==> src/rtl/config_pkg.sv <==
// Shared definitions for the configuration bitstream transmitter:
// FSM state encoding and default frame geometry.
package config_pkg;

    localparam int DEF_FRAME_BITS = 26;
    localparam int DEF_NUM_FRAMES = 3;
    localparam int DEF_PAD_BITS   = 2;

    typedef enum logic [2:0] {
        IDLE   = 3'd0,
        PRIME  = 3'd1,
        SHIFT  = 3'd2,
        FLUSH  = 3'd3,
        FINISH = 3'd4,
        ERR    = 3'd5
    } state_t;

endpackage

==> src/rtl/cfg_frame_buf.sv <==
// One-entry valid/ready frame register used as the prefetch buffer.
// Ports: clk, reset, clear (drop contents), accept_en (window in which
// the buffer may take a frame), in_valid/in_data/in_ready (upstream
// handshake), pop (contents consumed), full, out_data.
module cfg_frame_buf #(
    parameter int W = 26
) (
    input  logic         clk,
    input  logic         reset,
    input  logic         clear,
    input  logic         accept_en,
    input  logic         in_valid,
    input  logic [W-1:0] in_data,
    output logic         in_ready,
    input  logic         pop,
    output logic         full,
    output logic [W-1:0] out_data
);

    logic take;

    assign in_ready = accept_en && !full;
    assign take     = in_valid && in_ready;

    always_ff @(posedge clk) begin
        if (reset || clear) begin
            full     <= 1'b0;
            out_data <= '0;
        end else if (take) begin
            full     <= 1'b1;
            out_data <= in_data;
        end else if (pop) begin
            full     <= 1'b0;
        end
    end

endmodule

==> src/rtl/config_stream_tx.sv <==
// Serialises NUM_FRAMES configuration frames (LSB first, gap-free) onto
// the fabric chain, followed by PAD_BITS zero flush bits.
// Ports: clk, reset (sync, active-high), start, frame_data/frame_valid/
// frame_ready (frame input), bit_in_CB, prgm_b, cb_prgm_b (fabric side),
// busy, done (one-cycle pulse), underrun (sticky error).
module config_stream_tx
    import config_pkg::*;
#(
    parameter int FRAME_BITS = DEF_FRAME_BITS,
    parameter int NUM_FRAMES = DEF_NUM_FRAMES,
    parameter int PAD_BITS   = DEF_PAD_BITS
) (
    input  logic                  clk,
    input  logic                  reset,
    input  logic                  start,
    input  logic [FRAME_BITS-1:0] frame_data,
    input  logic                  frame_valid,
    output logic                  frame_ready,
    output logic                  bit_in_CB,
    output logic                  prgm_b,
    output logic                  cb_prgm_b,
    output logic                  busy,
    output logic                  done,
    output logic                  underrun
);

    localparam int BCW = (FRAME_BITS > 1) ? $clog2(FRAME_BITS) : 1;
    localparam int FCW = $clog2(NUM_FRAMES + 1);
    localparam int PCW = (PAD_BITS > 1) ? $clog2(PAD_BITS) : 1;

    localparam logic [BCW-1:0] BIT_LAST = BCW'(FRAME_BITS - 1);
    localparam logic [FCW-1:0] FRM_LAST = FCW'(NUM_FRAMES - 1);
    localparam logic [PCW-1:0] PAD_LAST =
        PCW'((PAD_BITS > 0) ? PAD_BITS - 1 : 0);

    state_t                  state, state_n;
    logic [FRAME_BITS-1:0]   shreg;
    logic [BCW-1:0]          bit_cnt;
    logic [FCW-1:0]          frame_cnt;
    logic [PCW-1:0]          pad_cnt;

    logic                    buf_accept, buf_pop, buf_full;
    logic [FRAME_BITS-1:0]   buf_data;
    logic                    sess_start, load_sh, shift_en;
    logic                    flush_en, set_ur;

    cfg_frame_buf #(.W(FRAME_BITS)) u_buf (
        .clk       (clk),
        .reset     (reset),
        .clear     (sess_start),
        .accept_en (buf_accept),
        .in_valid  (frame_valid),
        .in_data   (frame_data),
        .in_ready  (frame_ready),
        .pop       (buf_pop),
        .full      (buf_full),
        .out_data  (buf_data)
    );

    always_ff @(posedge clk) begin
        if (reset) state <= IDLE;
        else       state <= state_n;
    end

    always_comb begin
        state_n    = state;
        prgm_b     = 1'b1;
        cb_prgm_b  = 1'b0;
        bit_in_CB  = 1'b0;
        busy       = 1'b0;
        done       = 1'b0;
        buf_accept = 1'b0;
        buf_pop    = 1'b0;
        sess_start = 1'b0;
        load_sh    = 1'b0;
        shift_en   = 1'b0;
        flush_en   = 1'b0;
        set_ur     = 1'b0;
        unique case (state)
            IDLE, ERR: begin
                if (start) begin
                    state_n    = PRIME;
                    sess_start = 1'b1;
                end
            end
            PRIME: begin
                busy       = 1'b1;
                buf_accept = 1'b1;
                if (buf_full) begin
                    load_sh = 1'b1;
                    buf_pop = 1'b1;
                    state_n = SHIFT;
                end
            end
            SHIFT: begin
                prgm_b    = 1'b0;
                cb_prgm_b = 1'b1;
                bit_in_CB = shreg[0];
                busy      = 1'b1;
                shift_en  = 1'b1;
                // only prefetch frames that still belong to this session
                buf_accept = (frame_cnt < FRM_LAST);
                if (bit_cnt == BIT_LAST) begin
                    if (frame_cnt == FRM_LAST) begin
                        state_n = (PAD_BITS > 0) ? FLUSH : FINISH;
                    end else if (buf_full) begin
                        load_sh = 1'b1;
                        buf_pop = 1'b1;
                    end else begin
                        state_n = ERR;
                        set_ur  = 1'b1;
                    end
                end
            end
            FLUSH: begin
                prgm_b    = 1'b0;
                cb_prgm_b = 1'b1;
                busy      = 1'b1;
                flush_en  = 1'b1;
                if (pad_cnt == PAD_LAST) state_n = FINISH;
            end
            FINISH: begin
                done    = 1'b1;
                state_n = IDLE;
            end
            default: state_n = IDLE;
        endcase
    end

    always_ff @(posedge clk) begin
        if (reset) begin
            shreg     <= '0;
            bit_cnt   <= '0;
            frame_cnt <= '0;
            pad_cnt   <= '0;
            underrun  <= 1'b0;
        end else begin
            if (sess_start) begin
                bit_cnt   <= '0;
                frame_cnt <= '0;
                pad_cnt   <= '0;
                underrun  <= 1'b0;
            end
            if (set_ur) underrun <= 1'b1;
            // a reload on the last bit takes priority over the shift
            if (load_sh)       shreg <= buf_data;
            else if (shift_en) shreg <= shreg >> 1;
            if (shift_en) begin
                if (bit_cnt == BIT_LAST) begin
                    bit_cnt   <= '0;
                    frame_cnt <= frame_cnt + 1'b1;
                end else begin
                    bit_cnt <= bit_cnt + 1'b1;
                end
            end
            if (flush_en) pad_cnt <= pad_cnt + 1'b1;
        end
    end

endmodule

==> config.mk <==
export PLATFORM = sky130hd
export DESIGN_NAME = config_stream_tx
export DESIGN_NICKNAME = d
export VERILOG_FILES = /design/src/rtl/config_pkg.sv /design/src/rtl/cfg_frame_buf.sv /design/src/rtl/config_stream_tx.sv
export SDC_FILE = /design/constraint.sdc
export NUM_CORES = 1
export LEC_CHECK = 0
export CAP_MARGIN = 30
export CORE_UTILIZATION = 25
export CTS_CLUSTER_SIZE = 24
export DETAILED_ROUTE_END_ITERATION = 7
export GPL_ROUTABILITY_DRIVEN = 1
export GPL_TIMING_DRIVEN = 0
export HOLD_SLACK_MARGIN = 0.08
export SYNTH_ARGS = -nofsm -noshare
export SYNTH_HDL_FRONTEND = slang
export SYNTH_SLANG_ARGS = --single-unit
==> constraint.sdc <==
create_clock -name clk -period 2.2 [get_ports clk]
set_input_delay 0.66 -clock clk [delete_from_list [all_inputs] [get_ports clk]]
set_output_delay 0.66 -clock clk [all_outputs]
set_load 0.02 [all_outputs]
==> summary.txt, run 1 <==
GPL Wtd Cong - 0.8421
final instance area - 3920 µm²
cts bufs inserted - 9
Async S/R FF share, synth - 0
initial antenna violation count - 0
min-delay worst type - flop to flop
sequential-to-total area share from yosys stat - 0.4372
share of layout cells above drive strength 1 - 0.1643
Static Leak - 0.001320 µW
Worst EP arrival - 1.48 ns
root buffer cell - clkbuf_16
pins over their slew limit - 0
Clk network pwr share - 0.467
startpoint types - flop
Compound-Gate Fraction of Synth Area - 0.2312
First-pass DRT Iterations - 6
gr usage total - 0.1265
Worst VDD drop - 382.3 µV
drt drc - 8
die width - 111.1 µm
num rows - 39
die area - 12350 µm²
post-DR wirelength/cell - 13.12 µm
Post-synth EDFFs - 0
Layout Nets - 449
RSZ-0062 raised after global routing - false
Final Hold Fails - 0
CTS tree - done
XOR/XNOR share of the synthesized area - 0.002942
post-route setup TNS - 0 ns
Reg clk slew, reported paths - 0.05 ns
Worst setup endpoint - bit_in_CB
time the worst path needs with I/O delays and setup - 2.143 ns
worst-margin pin slew - 0.6660 ns
CP most frequent cell - buf_8
number of global-route vias before repair - 2684
Setup Skew - 0.007715 ns
status - complete, but fails checks
Vias - 2709
crit path max-delay cell type - dfxtp_4
FF+latch count, synth - 65
Vias/cell - 4.812
Layout area overhead - 31.69%
Simple-Gate Fraction of Synth Area - 0.2551
RR Startpoint - bit_cnt[0]
R2R depth - 8
PortBufs - 36
Levels on crit path - 5
failing checks - design-rule violations
mux contribution to synthesized area - 0.003363
CTS Sinks - 65
Inst Count DP - 538
power density over the cells - 736.9 nW/µm²
Post-Synthesis Cells - 359
# H-tree levels - 3
Internal - 2209 µW
slew margin rel. - 0.5560
syn avg cell area - 8.291 µm²
critical path data required time - 1.54 ns
dpl cell area - 3516 µm²
fin crit share - 0.9739
f_max - 466.7 MHz
clock tree buffer depth - 2
Syn Nets - 392
cells along the critical path - buf_8 -> nor3b_4 -> buf_8 -> and2_1 -> buf_4
adder-cell share of the synthesized area - 0.01261
slowest stage delay, CP - 0.39 ns
initial core utilization - 0.2585
Mapped Area - 2977 µm²
Iter 0 DRT Violations - 140
crit-path leading delay family - buffers and inverters
sw frac - 0.2354
core region area - 11520 µm²
Primary FF master, synth - dfxtp_1
crit path from - state[1]
Max-Cap Viols - 0
# IOs - 37
# diodes - 0
total gr overflow - 0
DRT antenna net count - 0
NetSw - 680.0 µW
Reg power frac - 0.424
Logic pwr share - 0.109
largest family of logic cells by synthesized area - simple AND/OR/NAND/NOR gates
first-pass GRT wire length - 12650 µm
post-synth cell types - 46
yosys warns - 0
critical path endpoint category - output port
final non-filler cell total - 563
Critical path buffers and inverters - 3
Crit Path Max Fanout - 10
drt total wl - 7386 µm
path type of the worst setup path - flop to output port
internal reg-to-reg setup slack - 0.11 ns
pin count of the biggest net entering global routing - 11
final setup fails - 0
Die H - 111.1 µm
clk_lat worst skew - 0.32 ns
RR Endpoint - shreg[15]
Final HPWL DP - 5089 µm
## what timing repair did
| item | 4_1_cts | 5_1_grt |
|---|---|---|
| endpoints found under the hold margin | 0 | 0 |
| gates resized for setup | 28 | 12 |
| endpoints found under the setup margin | 26 | 25 |
| buffers inserted | 1 | 9 |
| pin swaps | 0 | 1 |
| gates cloned | 0 | 0 |
| hold buffers | 0 | 0 |
## per-stage QoR
stage	power (µW)	setup slack (ns)	hold slack, ns	utilization
global route	3004	0.003478	0.4835	0.3404
detailed placement	1544	-0.8969	0.4470	0.3053
finish	2889	0.05739	0.4572	0.3404
global placement	1539	-0.9129	0.4462	0.3053
floorplan	1420	0.04279	0.4316	-
CTS	2904	0.007371	0.4556	0.3337
## registers in the layout, indices dropped and copies added, names as in the netlist
signal	flops
frame_cnt	2
bit_cnt	5
state	3
pad_cnt	1
u_buf.out_data	26
shreg	26
underrun	1
u_buf.full	1
## worst min-delay path by stage
| stage | depth (start not counted) | slack (ns) | start | endpoint |
|---|---|---|---|---|
| CTS | 2 | 0.46 | u_buf.out_data[5] | u_buf.out_data[5] |
| finish | 2 | 0.46 | u_buf.out_data[16] | u_buf.out_data[16] |
| global route | 2 | 0.48 | u_buf.out_data[10] | u_buf.out_data[10] |
| global placement | 2 | 0.45 | u_buf.out_data[15] | u_buf.out_data[15] |
| detailed placement | 2 | 0.45 | u_buf.out_data[5] | u_buf.out_data[5] |
| floorplan | 2 | 0.43 | u_buf.out_data[25] | u_buf.out_data[25] |
## power groups by stage
stage / Combinational [µW] / Sequential [µW] / Clock [µW]
finish: 316 / 1230 / 1350
global route: 348 / 1230 / 1430
CTS: 299 / 1220 / 1380
detailed placement: 294 / 1250 / 0
global placement: 290 / 1250 / 0
floorplan: 175 / 1250 / 0
## final cells by class
type                            count  area [µm²]
Fill cell                        1232        7596
Multi-Input combinational cell    258        1531
Inverter                            7       26.28
Buffer                             29       178.9
Timing Repair Buffer               46       421.7
Clock inverter                      4       45.04
Tap cell                          143       178.9
Clock buffer                       11       232.7
Sequential cell                    65        1305
## worst reg2reg max path, cell delays in order, from the launching register on
cell and delay (ns):
dfxtp_1 0.39, ha_1 0.23, nand4b_4 0.17, o31a_1 0.31, buf_6 0.15, or2_1 0.24, buf_6 0.14, buf_6 0.15
a311oi_2 0.22
## cells by family after synthesis
logic type	count (synthesis)
muxes	1
buffers and inverters	36
xor gates and xnor gates	1
DFF	65
and+or+nand+nor	171
AOI/OAI and AO/OA	82
adders and majority gates	3
## layer usage
metal  global-route usage  wire (µm)  vias to the layer above
li1                     -          -                     1374
met1               0.1629       3576                     1268
met2               0.2042       3342                       57
met3              0.03773        383                       10
met4              0.03604         84                        0
met5                    0          0                        -
## synth_stat cells, drive strengths merged, types with 2 or more instances
cell / count / share of area
a21oi: 35 / 0.059
a311oi: 26 / 0.12
a31oi: 3 / 0.0063
and2: 2 / 0.0042
buf: 10 / 0.025
clkbuf: 19 / 0.024
dfxtp: 65 / 0.44
ha: 3 / 0.013
inv: 7 / 0.0088
nand2: 111 / 0.14
nand2b: 2 / 0.0042
nand3: 3 / 0.0050
nor2: 10 / 0.013
nor2b: 4 / 0.0084
nor3: 28 / 0.047
nor3b: 2 / 0.0067
o211ai: 2 / 0.0050
o21ai: 3 / 0.0050
or2: 2 / 0.0042
or3: 2 / 0.0042
## placed cells by master (no fill, tap or decap), types with 2 or more instances in the layout
| master | instances |
|---|---|
| a21oi_1 | 35 |
| a311oi_1 | 6 |
| a311oi_2 | 20 |
| a31oi_1 | 3 |
| and2_1 | 2 |
| buf_2 | 2 |
| buf_4 | 13 |
| buf_6 | 4 |
| buf_8 | 2 |
| clkbuf_1 | 17 |
| clkbuf_16 | 9 |
| clkbuf_2 | 5 |
| clkdlybuf4s50_1 | 30 |
| clkinv_2 | 3 |
| dfxtp_1 | 64 |
| dlygate4sd2_1 | 2 |
| ha_1 | 3 |
| inv_1 | 5 |
| inv_2 | 2 |
| nand2_1 | 110 |
| nand2b_1 | 2 |
| nand3_1 | 3 |
| nor2_1 | 10 |
| nor2b_1 | 3 |
| nor3_1 | 28 |
| nor3b_4 | 2 |
| o211ai_1 | 2 |
| o21ai_1 | 3 |
| or3_1 | 2 |
(Power assumes the default switching activity.)
==> inputs of run 2 (changes only) <==
GPL_TIMING_DRIVEN = 1   (was 0)
==> summary.txt, run 2 (synthesis results as in run 1) <==
status - complete, but fails checks
failing checks - design-rule violations
most frequent cells in the layout - 111 x nand2_1, 65 x dfxtp_1, 35 x a21oi_1, 29 x clkdlybuf4s50_1, 28 x nor3_1
Setup Skew - 0.003511 ns
number of global-route vias before repair - 2633
# diodes - 0
die width - 111.1 µm
dpl cell area - 3538 µm²
setup slack after layout - 0.09931 ns
Clk network pwr share - 0.454
gr usage total - 0.1228
crit path max-delay cell type - dfxtp_1
PortBufs - 36
largest registers - shreg (26), u_buf.out_data (26), bit_cnt (5)
CTS tree - done
fin crit share - 0.9549
DP Worst Slack - 0.1198 ns
core region area - 11520 µm²
cts bufs inserted - 9
share of layout cells above drive strength 1 - 0.1382
RSZ-0062 raised after global routing - false
Max-Cap Viols - 0
Logic pwr share - 0.106
Final HPWL DP - 4633 µm
initial core utilization - 0.2585
GPL Wtd Cong - 0.8123
# IOs - 37
DRT antenna net count - 0
initial antenna violation count - 0
critical path endpoint category - output port
NetSw - 644.1 µW
critical path data required time - 1.54 ns
pin count of the biggest net entering global routing - 28
final setup fails - 0
Layout area overhead - 27.66%
cts hold-fix bufs - 0
Reg clk slew, reported paths - 0.05 ns
post-DR wirelength/cell - 12.74 µm
Final Hold Fails - 0
num rows - 39
clock tree buffer depth - 2
root buffer cell - clkbuf_16
slew margin rel. - 0.5618
die area - 12350 µm²
post-cts resize count - 7
time the worst path needs with I/O delays and setup - 2.101 ns
worst-margin pin slew - 0.6573 ns
Layout Nets - 428
cells along the critical path - nor2b_1 -> o21a_1 -> dlygate4sd2_1
most common cell after layout, fill and taps aside - nand2_1
first-pass GRT wire length - 12410 µm
Vias - 2615
CTS Sinks - 65
Worst EP arrival - 1.44 ns
Static Leak - 0.001278 µW
clk_lat worst skew - 0.32 ns
startpoint types - flop
Crit Path Max Fanout - 6
sw frac - 0.2304
Post-CTS Setup Inserts - 0
Vias/cell - 4.834
post-route setup TNS - 0 ns
Reg power frac - 0.440
f_max - 476.0 MHz
Die H - 111.1 µm
Iter 0 DRT Violations - 157
power density over the cells - 735.7 nW/µm²
total gr overflow - 0
slowest stage delay, CP - 0.44 ns
drt total wl - 6895 µm
Internal - 2151 µW
First-pass DRT Iterations - 7
post-layout util - 0.3300
min-delay worst type - flop to flop
drt drc - 8
# H-tree levels - 3
path type of the worst setup path - flop to output port
final instance area - 3800 µm²
pins over their slew limit - 0
Worst VDD drop - 294.2 µV
-- run 2: worst max-delay path: cells and delay by family (launching register included) --
kind | cells | cell delay, ns
AOI/OAI and AO/OA | 1 | 0.15
buffers and inverters | 1 | 0.33
DFF | 1 | 0.44
and+or+nand+nor | 1 | 0.21
-- run 2: final cells by class --
| class | instances | area (µm²) |
|---|---|---|
| multi-input combinational | 258 | 1509 |
| inverter | 7 | 26.28 |
| fill | 1242 | 7716 |
| tap | 143 | 178.9 |
| clock buffer | 14 | 264.0 |
| timing repair buffer | 54 | 520.5 |
| sequential | 65 | 1301 |
-- run 2: path summary, 6_finish.rpt --
check                    start                 to  slack, ns  cells after the start
min          u_buf.out_data[5]  u_buf.out_data[5]       0.45                      2
max                   state[0]        frame_ready        0.1                      3
max reg2reg           state[0]          shreg[15]       0.18                      5
min reg2reg  u_buf.out_data[5]  u_buf.out_data[5]       0.45                      2
-- run 2: metal layers --
layer | vias up | wire (µm) | global-route usage
met2 | 46 | 3207 | 0.2004
met4 | 0 | 31 | 0.03243
met1 | 1241 | 3386 | 0.1575
li1 | 1324 | - | -
met5 | - | 0 | 0
met3 | 4 | 270 | 0.03609
-- run 2: power groups by stage --
stage                     Combinational [µW]  Clock, µW  Sequential, µW
after detailed placement                 302          0            1250
after floorplan                          175          0            1250
after global routing                     328       1360            1230
after CTS                                299       1300            1230
after global placement                   297          0            1250
final                                    296       1270            1230
-- run 2: per-stage QoR --
| stage | total power, µW | hold slack, ns | cells |
|---|---|---|---|
| after floorplan | 1420 | 0.4316 | 359 |
| after global placement | 1549 | 0.4470 | 527 |
| after detailed placement | 1554 | 0.4490 | 527 |
| after CTS | 2830 | 0.4573 | 541 |
| after global routing | 2919 | 0.4816 | 541 |
| final | 2796 | 0.4542 | 541 |
==> inputs of run 3 (changes only) <==
ABC_AREA = 1   (was default)
==> summary.txt, run 3 <==
internal reg-to-reg setup slack - 0.51 ns
First-pass DRT Iterations - 4
yosys warns - 0
Worst EP arrival - 1.47 ns
die width - 114.7 µm
Cells on Worst Hold Path - 2
fin crit share - 0.9693
Inst Count DP - 636
min-delay src - u_buf.out_data[20]
final non-filler cell total - 652
drt drc - 0
gr usage total - 0.1149
post-layout util - 0.3280
hold_ws - 0.4602 ns
pins over their slew limit - 0
# IOs - 37
die area - 13160 µm²
count leader, synth - nand2_1
Crit Path Max Fanout - 4
final instance area - 4005 µm²
drt total wl - 7001 µm
Primary FF master, synth - dfxtp_1
Post-synth EDFFs - 0
# H-tree levels - 3
Worst VDD drop - 696.7 µV
Reg clk slew, reported paths - 0.05 ns
Async S/R FF share, synth - 0
most common cell after layout, fill and taps aside - nand2_1
Final HPWL DP - 4720 µm
Hold EP - u_buf.out_data[20]
Post-Synthesis Cells - 445
clk_lat worst skew - 0.32 ns
initial antenna violation count - 0
share of layout cells above drive strength 1 - 0.1033
Die H - 114.7 µm
f_max - 469.0 MHz
root buffer cell - clkbuf_16
cts hold-fix bufs - 0
Critical path buffers and inverters - 3
worst-margin pin slew - 0.3402 ns
cells along the critical path - buf_4 -> o21ai_1 -> inv_1 -> dlygate4sd2_1
Iter 0 DRT Violations - 174
R2R depth - 9
sequential-to-total area share from yosys stat - 0.4098
Post-CTS Setup Inserts - 0
critical path data required time - 1.54 ns
crit path max-delay cell type - dfxtp_1
Syn Nets - 478
Mapped Area - 3176 µm²
Layout Nets - 512
Setup Skew - 0.005000 ns
Static Leak - 0.001479 µW
total gr overflow - 0
Vias/cell - 4.422
RR Startpoint - state[0]
clock tree buffer depth - 2
PortBufs - 36
critical path endpoint category - output port
time the worst path needs with I/O delays and setup - 2.132 ns
post-synth cell types - 31
Max-Cap Viols - 0
FF+latch count, synth - 65
number of global-route vias before repair - 2660
crit-path leading delay family - buffers and inverters
CTS Sinks - 65
startpoint types - flop
DRT antenna net count - 0
# diodes - 0
most frequent cells in the layout - 112 x nand2_1, 89 x nand3_1, 64 x dfxtp_1, 55 x a21oi_1, 39 x inv_1
final setup fails - 0
CTS tree - done
cell taking the most area after synthesis - dfxtp_1
slowest stage delay, CP - 0.36 ns
initial core utilization - 0.2600
slew margin rel. - 0.7727
path type of the worst setup path - flop to output port
top post-synthesis cells by area - dfxtp_1 41%, nand3_1 14%, nand2_1 13%, a21oi_1 8.7%, inv_1 4.6%
RR Endpoint - shreg[19]
syn avg cell area - 7.136 µm²
min-delay worst type - flop to flop
cts bufs inserted - 9
dpl cell area - 3679 µm²
Commonest cells post-synth - 112 x nand2_1, 89 x nand3_1, 65 x dfxtp_1, 55 x a21oi_1, 39 x inv_1
post-DR wirelength/cell - 10.74 µm
power density over the cells - 1076 nW/µm²
first-pass GRT wire length - 12120 µm
pin count of the biggest net entering global routing - 31
Layout area overhead - 26.12%
post-route setup TNS - 0 ns
largest registers - shreg (26), u_buf.out_data (26), bit_cnt (5)
status - finished, final reports clean
core region area - 12210 µm²
Vias - 2883
num rows - 40
GPL Wtd Cong - 0.7809
Final Hold Fails - 0
RSZ-0062 raised after global routing - true
Synth top area share - 0.4098
run 3: routing by layer:
layer,global-route usage,share of wire
met5,0,0
met4,0.05974,0.0096
met3,0.02065,0.039
met2,0.1826,0.45
met1,0.1491,0.50
run 3: how the worst max path moves through the flow:
stage,end,depth (start not counted),start,slack [ns]
2_1_floorplan,bit_in_CB,3,state[1],0.50
3_3_place_gp,frame_ready,6,state[2],0.07
3_5_place_dp,frame_ready,6,state[2],0.06
4_1_cts,busy,5,state[2],0.03
5_1_grt,frame_ready,6,state[2],-0.008
6_report,busy,4,state[1],0.07
run 3: power by group:
group          switching (µW)  total [µW]  internal, µW
sequential                100        1420          1320
combinational             928        1390           463
clock                     471        1500          1030
total                    1500        4310          2810
run 3: cell families (layout without fill, tap and decap cells):
kind of cell	Yosys count	after routing	synth area share
flip-flops	65	65	0.4098
buffers and inverters	71	110	0.1099
adder cells (fa/ha/maj)	3	3	0.01182
AND/OR/NAND/NOR	237	237	0.3546
AO/OA/AOI/OAI	69	69	0.1139
run 3: layout make-up:
class,count,area (µm²)
inverters,45,171.4
repair buffers,49,465.4
fillers,1329,8207
clock inverters,1,30.03
clock buffers,15,297.8
well taps,168,210.2
flip-flops and latches,65,1303
multi-input cells,309,1528
run 3: worst reg2reg max path: cells and delay by family (launching register included):
kind / cells / cell delay, ns
AND/OR/NAND/NOR: 5 / 0.66
buffers and inverters: 3 / 0.49
flip-flops: 1 / 0.35
AO/OA/AOI/OAI: 1 / 0.05
run 3: metrics by stage:
| step | setup WS [ns] | power [µW] |
|---|---|---|
| 5_1_grt | -0.007651 | 4599 |
| 6_report | 0.06761 | 4311 |
| 3_5_place_dp | 0.05723 | 2866 |
| 3_3_place_gp | 0.06940 | 2847 |
| 4_1_cts | 0.02764 | 4357 |
| 2_1_floorplan | 0.4971 | 2505 |
run 3: what timing repair did:
item / 4_1_cts / 5_1_grt
hold endpoints to repair: 0 / 0
pin swaps: 0 / 0
endpoints found under the setup margin: 6 / 3
gates resized for setup: 8 / 2
